<file path="config.mk">
export PLATFORM = sky130hd
export DESIGN_NAME = ether_gmii_rx
export DESIGN_NICKNAME = d
export VERILOG_FILES = /design/src/rtl/ether_gmii_rx.sv
export SDC_FILE = /design/constraint.sdc
export NUM_CORES = 1
export LEC_CHECK = 0
export CAP_MARGIN = 5
export CORE_ASPECT_RATIO = 0.8
export CORE_MARGIN = 5
export CORE_UTILIZATION = 58
export CTS_CLUSTER_SIZE = 14
export DETAILED_ROUTE_END_ITERATION = 16
export GPL_ROUTABILITY_DRIVEN = 0
export PLACE_DENSITY = 0.92
export SYNTH_ARGS = -nofsm -noshare
export SYNTH_HDL_FRONTEND = slang
export SYNTH_SLANG_ARGS = --single-unit
</file>
<file path="constraint.sdc">
create_clock -name clk -period 2.84 [get_ports clk]
set_input_delay 0.568 -clock clk [delete_from_list [all_inputs] [get_ports clk]]
set_output_delay 0.568 -clock clk [all_outputs]
set_load 0.01 [all_outputs]
</file>
<file path="src/rtl/ether_gmii_rx.sv">
`default_nettype none
// ============================================================================
// Module   : ether_gmii_rx
// Brief    : GMII receive front end. Strips preamble/SFD, checks and removes
//            the FCS, emits payload as a valid/sof/eof byte stream.
// Revision : 1.0  initial release
// ============================================================================
module ether_gmii_rx #(
    parameter int MIN_LEN = 64,
    parameter int MAX_LEN = 1518,
    parameter int CNT_W   = 16
) (
    input  logic             clk,
    input  logic             rst_n,
    input  logic             rx_dv,
    input  logic             rx_er,
    input  logic [7:0]       rx_data,
    output logic             out_valid,
    output logic [7:0]       out_data,
    output logic             out_sof,
    output logic             out_eof,
    output logic             out_good,
    output logic [CNT_W-1:0] frame_cnt,
    output logic [CNT_W-1:0] bad_cnt
);

    typedef enum logic [1:0] {
        S_IDLE     = 2'd0,
        S_PREAMBLE = 2'd1,
        S_PAYLOAD  = 2'd2,
        S_DROP     = 2'd3
    } state_t;

    localparam logic [31:0] c_poly     = 32'hEDB88320;
    localparam logic [31:0] c_residue  = 32'hDEBB20E3;
    localparam logic [10:0] c_min_len  = 11'(MIN_LEN);
    localparam logic [10:0] c_max_len  = 11'(MAX_LEN);
    localparam logic [10:0] c_len_sat  = 11'h7FF;
    localparam logic [10:0] c_dly_len  = 11'd5;

    state_t          r_state;
    state_t          w_state_nxt;
    logic [4:0][7:0] r_dly;
    logic [31:0]     r_crc;
    logic [10:0]     r_len;
    logic            r_err;

    logic w_emit, w_sof, w_eof, w_good, w_frame_inc, w_bad_inc, w_shift, w_start;
    logic w_len_ok;

    function automatic logic [31:0] crc_byte(input logic [31:0] crc, input logic [7:0] d);
        logic [31:0] c;
        c = crc ^ {24'h0, d};
        for (int i = 0; i < 8; i++) begin
            c = c[0] ? ((c >> 1) ^ c_poly) : (c >> 1);
        end
        return c;
    endfunction

    assign w_len_ok = (r_len >= c_min_len) && (r_len <= c_max_len);

    always_ff @(posedge clk or negedge rst_n) begin
        if (!rst_n) r_state <= S_IDLE;
        else        r_state <= w_state_nxt;
    end

    always_comb begin
        w_state_nxt = r_state;
        w_emit      = 1'b0;
        w_sof       = 1'b0;
        w_eof       = 1'b0;
        w_good      = 1'b0;
        w_frame_inc = 1'b0;
        w_bad_inc   = 1'b0;
        w_shift     = 1'b0;
        w_start     = 1'b0;
        case (r_state)
            S_IDLE: begin
                if (rx_dv) w_state_nxt = (rx_data == 8'h55) ? S_PREAMBLE : S_DROP;
            end
            S_PREAMBLE: begin
                if (!rx_dv) begin
                    w_state_nxt = S_IDLE;
                end else if (rx_data == 8'hD5) begin
                    w_state_nxt = S_PAYLOAD;
                    w_start     = 1'b1;
                end else if (rx_data != 8'h55) begin
                    w_state_nxt = S_DROP;
                end
            end
            S_PAYLOAD: begin
                // The oldest delay-line byte leaves once five newer ones exist
                if (rx_dv) begin
                    w_shift = 1'b1;
                    if (r_len >= c_dly_len) begin
                        w_emit = 1'b1;
                        w_sof  = (r_len == c_dly_len);
                    end
                end else begin
                    w_state_nxt = S_IDLE;
                    if (r_len >= c_dly_len) begin
                        w_emit      = 1'b1;
                        w_eof       = 1'b1;
                        w_sof       = (r_len == c_dly_len);
                        w_good      = (r_crc == c_residue) && !r_err && w_len_ok;
                        w_frame_inc = w_good;
                        w_bad_inc   = !w_good;
                    end else begin
                        w_bad_inc   = 1'b1;
                    end
                end
            end
            S_DROP: begin
                if (!rx_dv) w_state_nxt = S_IDLE;
            end
            default: w_state_nxt = S_IDLE;
        endcase
    end

    always_ff @(posedge clk or negedge rst_n) begin
        if (!rst_n) begin
            out_valid <= 1'b0;
            out_data  <= 8'h00;
            out_sof   <= 1'b0;
            out_eof   <= 1'b0;
            out_good  <= 1'b0;
            frame_cnt <= '0;
            bad_cnt   <= '0;
            r_dly     <= '0;
            r_crc     <= 32'hFFFFFFFF;
            r_len     <= '0;
            r_err     <= 1'b0;
        end else begin
            out_valid <= w_emit;
            out_data  <= w_emit ? r_dly[4] : 8'h00;
            out_sof   <= w_sof;
            out_eof   <= w_eof;
            out_good  <= w_good;
            if (w_frame_inc && (frame_cnt != '1)) frame_cnt <= frame_cnt + CNT_W'(1);
            if (w_bad_inc && (bad_cnt != '1))     bad_cnt   <= bad_cnt + CNT_W'(1);
            if (w_start) begin
                r_crc <= 32'hFFFFFFFF;
                r_len <= '0;
                r_err <= 1'b0;
            end else if (w_shift) begin
                r_crc <= crc_byte(r_crc, rx_data);
                r_dly <= {r_dly[3:0], rx_data};
                if (r_len != c_len_sat) r_len <= r_len + 11'd1;
                if (rx_er)              r_err <= 1'b1;
            end
        end
    end

endmodule
`default_nettype wire

</file>
==> results by group <==
Clock tree
  • Count of cells resized by post-cts repair: 0
  • Clock Root Buffer: sky130_fd_sc_hd__clkbuf_16
  • Post-CTS setup repair buffer count: 0
  • TritonCTS clock tree: yes
  • Clock Path Buffers: 2
  • Inserted Clock Buffers: 17
  • Clock edge transition at the registers on the reported setup and hold paths: approximately 0.050 ns
  • Source-to-sink clock delay at the later pin of the worst-skew pair: roughly 0.42 ns
  • Hold bufs inserted after CTS: 0
  • Sink Count: 130
  • H-tree levels: 4

Drt
  • Final antenna-violating net count: 0
  • Routed WL per cell: 18.09 um
  • Number of DRC markers in iteration 0: 619
  • Total iterations of the first detailed-routing run: 5
  • Vias per std cell: 5.769
  • Count of vias placed by the detailed router: 4754
  • Total routed wirelength: approximately 15 mm
  • Residual DRC count: 0

Global routing
  • Wire length of the first global-routing pass: 24.65 mm
  • Total overflow reported by the global router: 0
  • Antenna violations before repair: 0
  • Total track usage: approximately a quarter
  • Vias in the first global route: 4831
  • Largest net degree at the start of global routing: 102

Cells and area
  • Cell area after layout: roughly 0.0076 mm2
  • Share of final-layout standard cells stronger than drive strength 1: about 14%
  • Filler Cell Count: 603
  • Commonest cells after routing, fill and taps aside: sky130_fd_sc_hd__nand2_1, sky130_fd_sc_hd__dfrtp_1, sky130_fd_sc_hd__xnor2_1
  • Area growth syn-to-layout: 22.63%
  • Final Instance Count excl. Fillers: 824
  • Most common cell after layout, fill and taps aside: sky130_fd_sc_hd__nand2_1
  • Ant diodes: 0
  • Net count of the finished layout: 688

Timing
  • Final setup violation count: 0
  • Worst Max-Slew Pin Slew: between 0.9 and 1 ns
  • Tcrit/Tclk final: 92.89%
  • Maximum operating frequency: roughly 0.38 GHz
  • Tightest slew margin relative to the limit: 39.20%
  • RSZ-0062 raised after global routing: no
  • Final hold vios: 0
  • Final critical-path setup slack: 0.2020 ns
  • Min Tclk post-route: 2.638 ns
  • Max Transition Viols Final: 0
  • Setup skew after layout: approximately 0.0055 ns
  • Aggregate negative setup slack: 0 ns

Synthesis
  • Post-Syn Instances: roughly 600
  • Post-Synthesis Net Count: 619
  • Post-synthesis async set-or-reset flop share: 100.0%
  • Simple-Gate Fraction of Synth Area: 21.31%
  • Proportion of synthesized chip area in sequential cells: 53.37%
  • Post-Synthesis Cell Area: 0.006171 mm2
  • Parity-gate share of the synthesized area counting xor and xnor cells: 16.59%
  • Syn. warnings: 0
  • Number of synthesized flops with an enable pin: 0
  • Synthesized flop and latch total: 130
  • Adder and majority cell fraction of the synthesized area: 1.014%
  • Average cell area after synthesis: 10.25 um2
  • Compound-gate portion of the synthesized area: 5.333%
  • Mux share of post-synthesis cell area: less than 1%
  • Number of library cell types mapped by synthesis: 46
  • Dominant combinational cell family by area after synthesis: simple AND/OR/NAND/NOR gates
  • Most used DFF post-synth: sky130_fd_sc_hd__dfrtp_1

Floorplan
  • Overall die area: 0.01282 mm2
  • Initial Util: 59.78%
  • Number of primary I/O pins: 56
  • DIE WIDTH: 125.3 um
  • Core Box Area: 0.01032 mm2
  • Die Span Y: around 100 um
  • Number of cell rows: 33

Setup path
  • Top fanout value on the critical path: 16
  • Required arrival time at the worst endpoint: roughly 3.1 ns
  • Arrival time of the worst setup path: 2.94 ns
  • Element type at the critical path start: flop
  • Cell class contributing the biggest share of worst-path delay: simple AND/OR/NAND/NOR gates
  • Count of buffer and inverter cells on the critical path: 0
  • Largest incremental delay on the critical path: 0.55 ns
  • Critical Path Start: r_crc[13]$_DFFE_PN1P_
  • Type of the setup path with the least slack: reg2reg
  • CP cell instances: or4b_1 > nor4_2 > nand4_1 > o21a_1 > and4_1 > xor2_1
  • Reg-to-Reg Start: r_crc[13]$_DFFE_PN1P_
  • Library cell contributing the largest single delay on the critical path: sky130_fd_sc_hd__dfstp_2
  • Kind of end point of the critical path: flop

Placement
  • Setup slack after placement: about 0.2 ns
  • DP Area: 0.006965 mm2
  • Detailed placer's ending HPWL: 9.842 mm
  • Port Buffers: 55
  • Cells after DPL: 792

Power and ir drop
  • Standby leakage power: 0.003464 uW
  • Worst IR Drop VDD: 0.0006720 V
  • Total Power: roughly 8500 uW
  • Areal power density over the cells: 1120 mW/mm2

Status
  • Outcome: finished clean

Flow run
  • Maximum Capacitance Violations: 0

Hold path
  • Min-delay worst type: in2async
[cells by family (layout without fill, tap and decap cells)]
| logic type | Yosys count | count (layout) |
|---|---|---|
| DFF | 130 | 130 |
| adders and majority gates | 5 | 5 |
| buffers and inverters | 31 | 113 |
| muxes | 2 | 2 |
| and+or+nand+nor | 277 | 277 |
| AOI/OAI and AO/OA | 47 | 47 |
| xor gates and xnor gates | 110 | 110 |
[path summary, 6_finish.rpt]
check                                           to  slack (ns)  cells after the start
min in group clk             r_dly[35]$_DFFE_PN0P_        0.47                      2
setup / recovery           bad_cnt[14]$_DFFE_PN0P_        0.20                      6
max in group asynchronous     r_crc[9]$_DFFE_PN1P_        1.90                      2
setup reg to reg           bad_cnt[14]$_DFFE_PN0P_        0.20                      6
hold reg to reg              r_dly[35]$_DFFE_PN0P_        0.47                      2
hold / removal               out_data[4]$_DFF_PN0_        0.15                      1
[worst reg2reg max path, delay by kind of cell (launching register included)]
family / cells / cell delay (ns)
AO/OA/AOI/OAI: 1 / 0.47
flip-flops: 1 / 0.55
AND/OR/NAND/NOR: 4 / 1.38
XOR/XNOR: 1 / 0.13
[through the flow]
step	util [%]	hold slack, ns
after floorplan	-	0.2724
after global placement	67.48	0.4487
after detailed placement	67.48	0.4546
after CTS	73.31	0.1616
after global routing	73.31	0.1904
final	73.31	0.1507
[state kept, by name (all words and copies together) (netlist names)]
name / flops
bad_cnt: 16
frame_cnt: 16
out_data: 8
out_eof: 1
out_good: 1
out_sof: 1
out_valid: 1
r_crc: 32
r_dly: 40
r_err: 1
r_len: 11
r_state: 2
[metal layers]
layer  vias up  track usage (%)  share of wire, %
met5         -                0                 0
met4         0            13.58               4.4
met3        65            6.479               7.1
met2       214            41.10                50
met1      2343            29.45                39
li1       2132                -                 -
[synth_stat cells, drive strengths merged, types with 4 or more instances]
master | count | area [um2]
and2 | 13 | 81.33
o211ai | 26 | 195.2
clkbuf | 26 | 98.84
nand3 | 14 | 80.08
o21ai | 5 | 25.02
and3 | 17 | 106.4
dfrtp | 98 | 2452
nand2 | 171 | 641.9
dfstp | 32 | 840.8
nor3 | 4 | 20.02
ha | 5 | 62.56
xnor2 | 78 | 728.2
and4 | 5 | 43.79
xor2 | 31 | 271.5
nand4 | 14 | 87.58
nor2 | 19 | 71.32
a21oi | 7 | 35.03
[report_power, final]
part / switching, uW / internal [uW] / total (uW)
combinational: 1810 / 1600 / 3410
sequential: 418 / 2460 / 2870
clock: 788 / 1410 / 2190
total: 3010 / 5460 / 8470
[final cells by class]
type / count / area [um2] / share of cell area [%]
timing repair buffer: 78 / 733.2 / 9.689
tap: 140 / 175.2 / 2.315
clock buffer: 24 / 501.7 / 6.630
sequential: 130 / 3293 / 43.52
clock inverter: 8 / 100.1 / 1.323
multi-input combinational: 441 / 2753 / 36.38
inverter: 3 / 11.26 / 0.1488
Note: power is estimated with default switching activity, not from simulation.
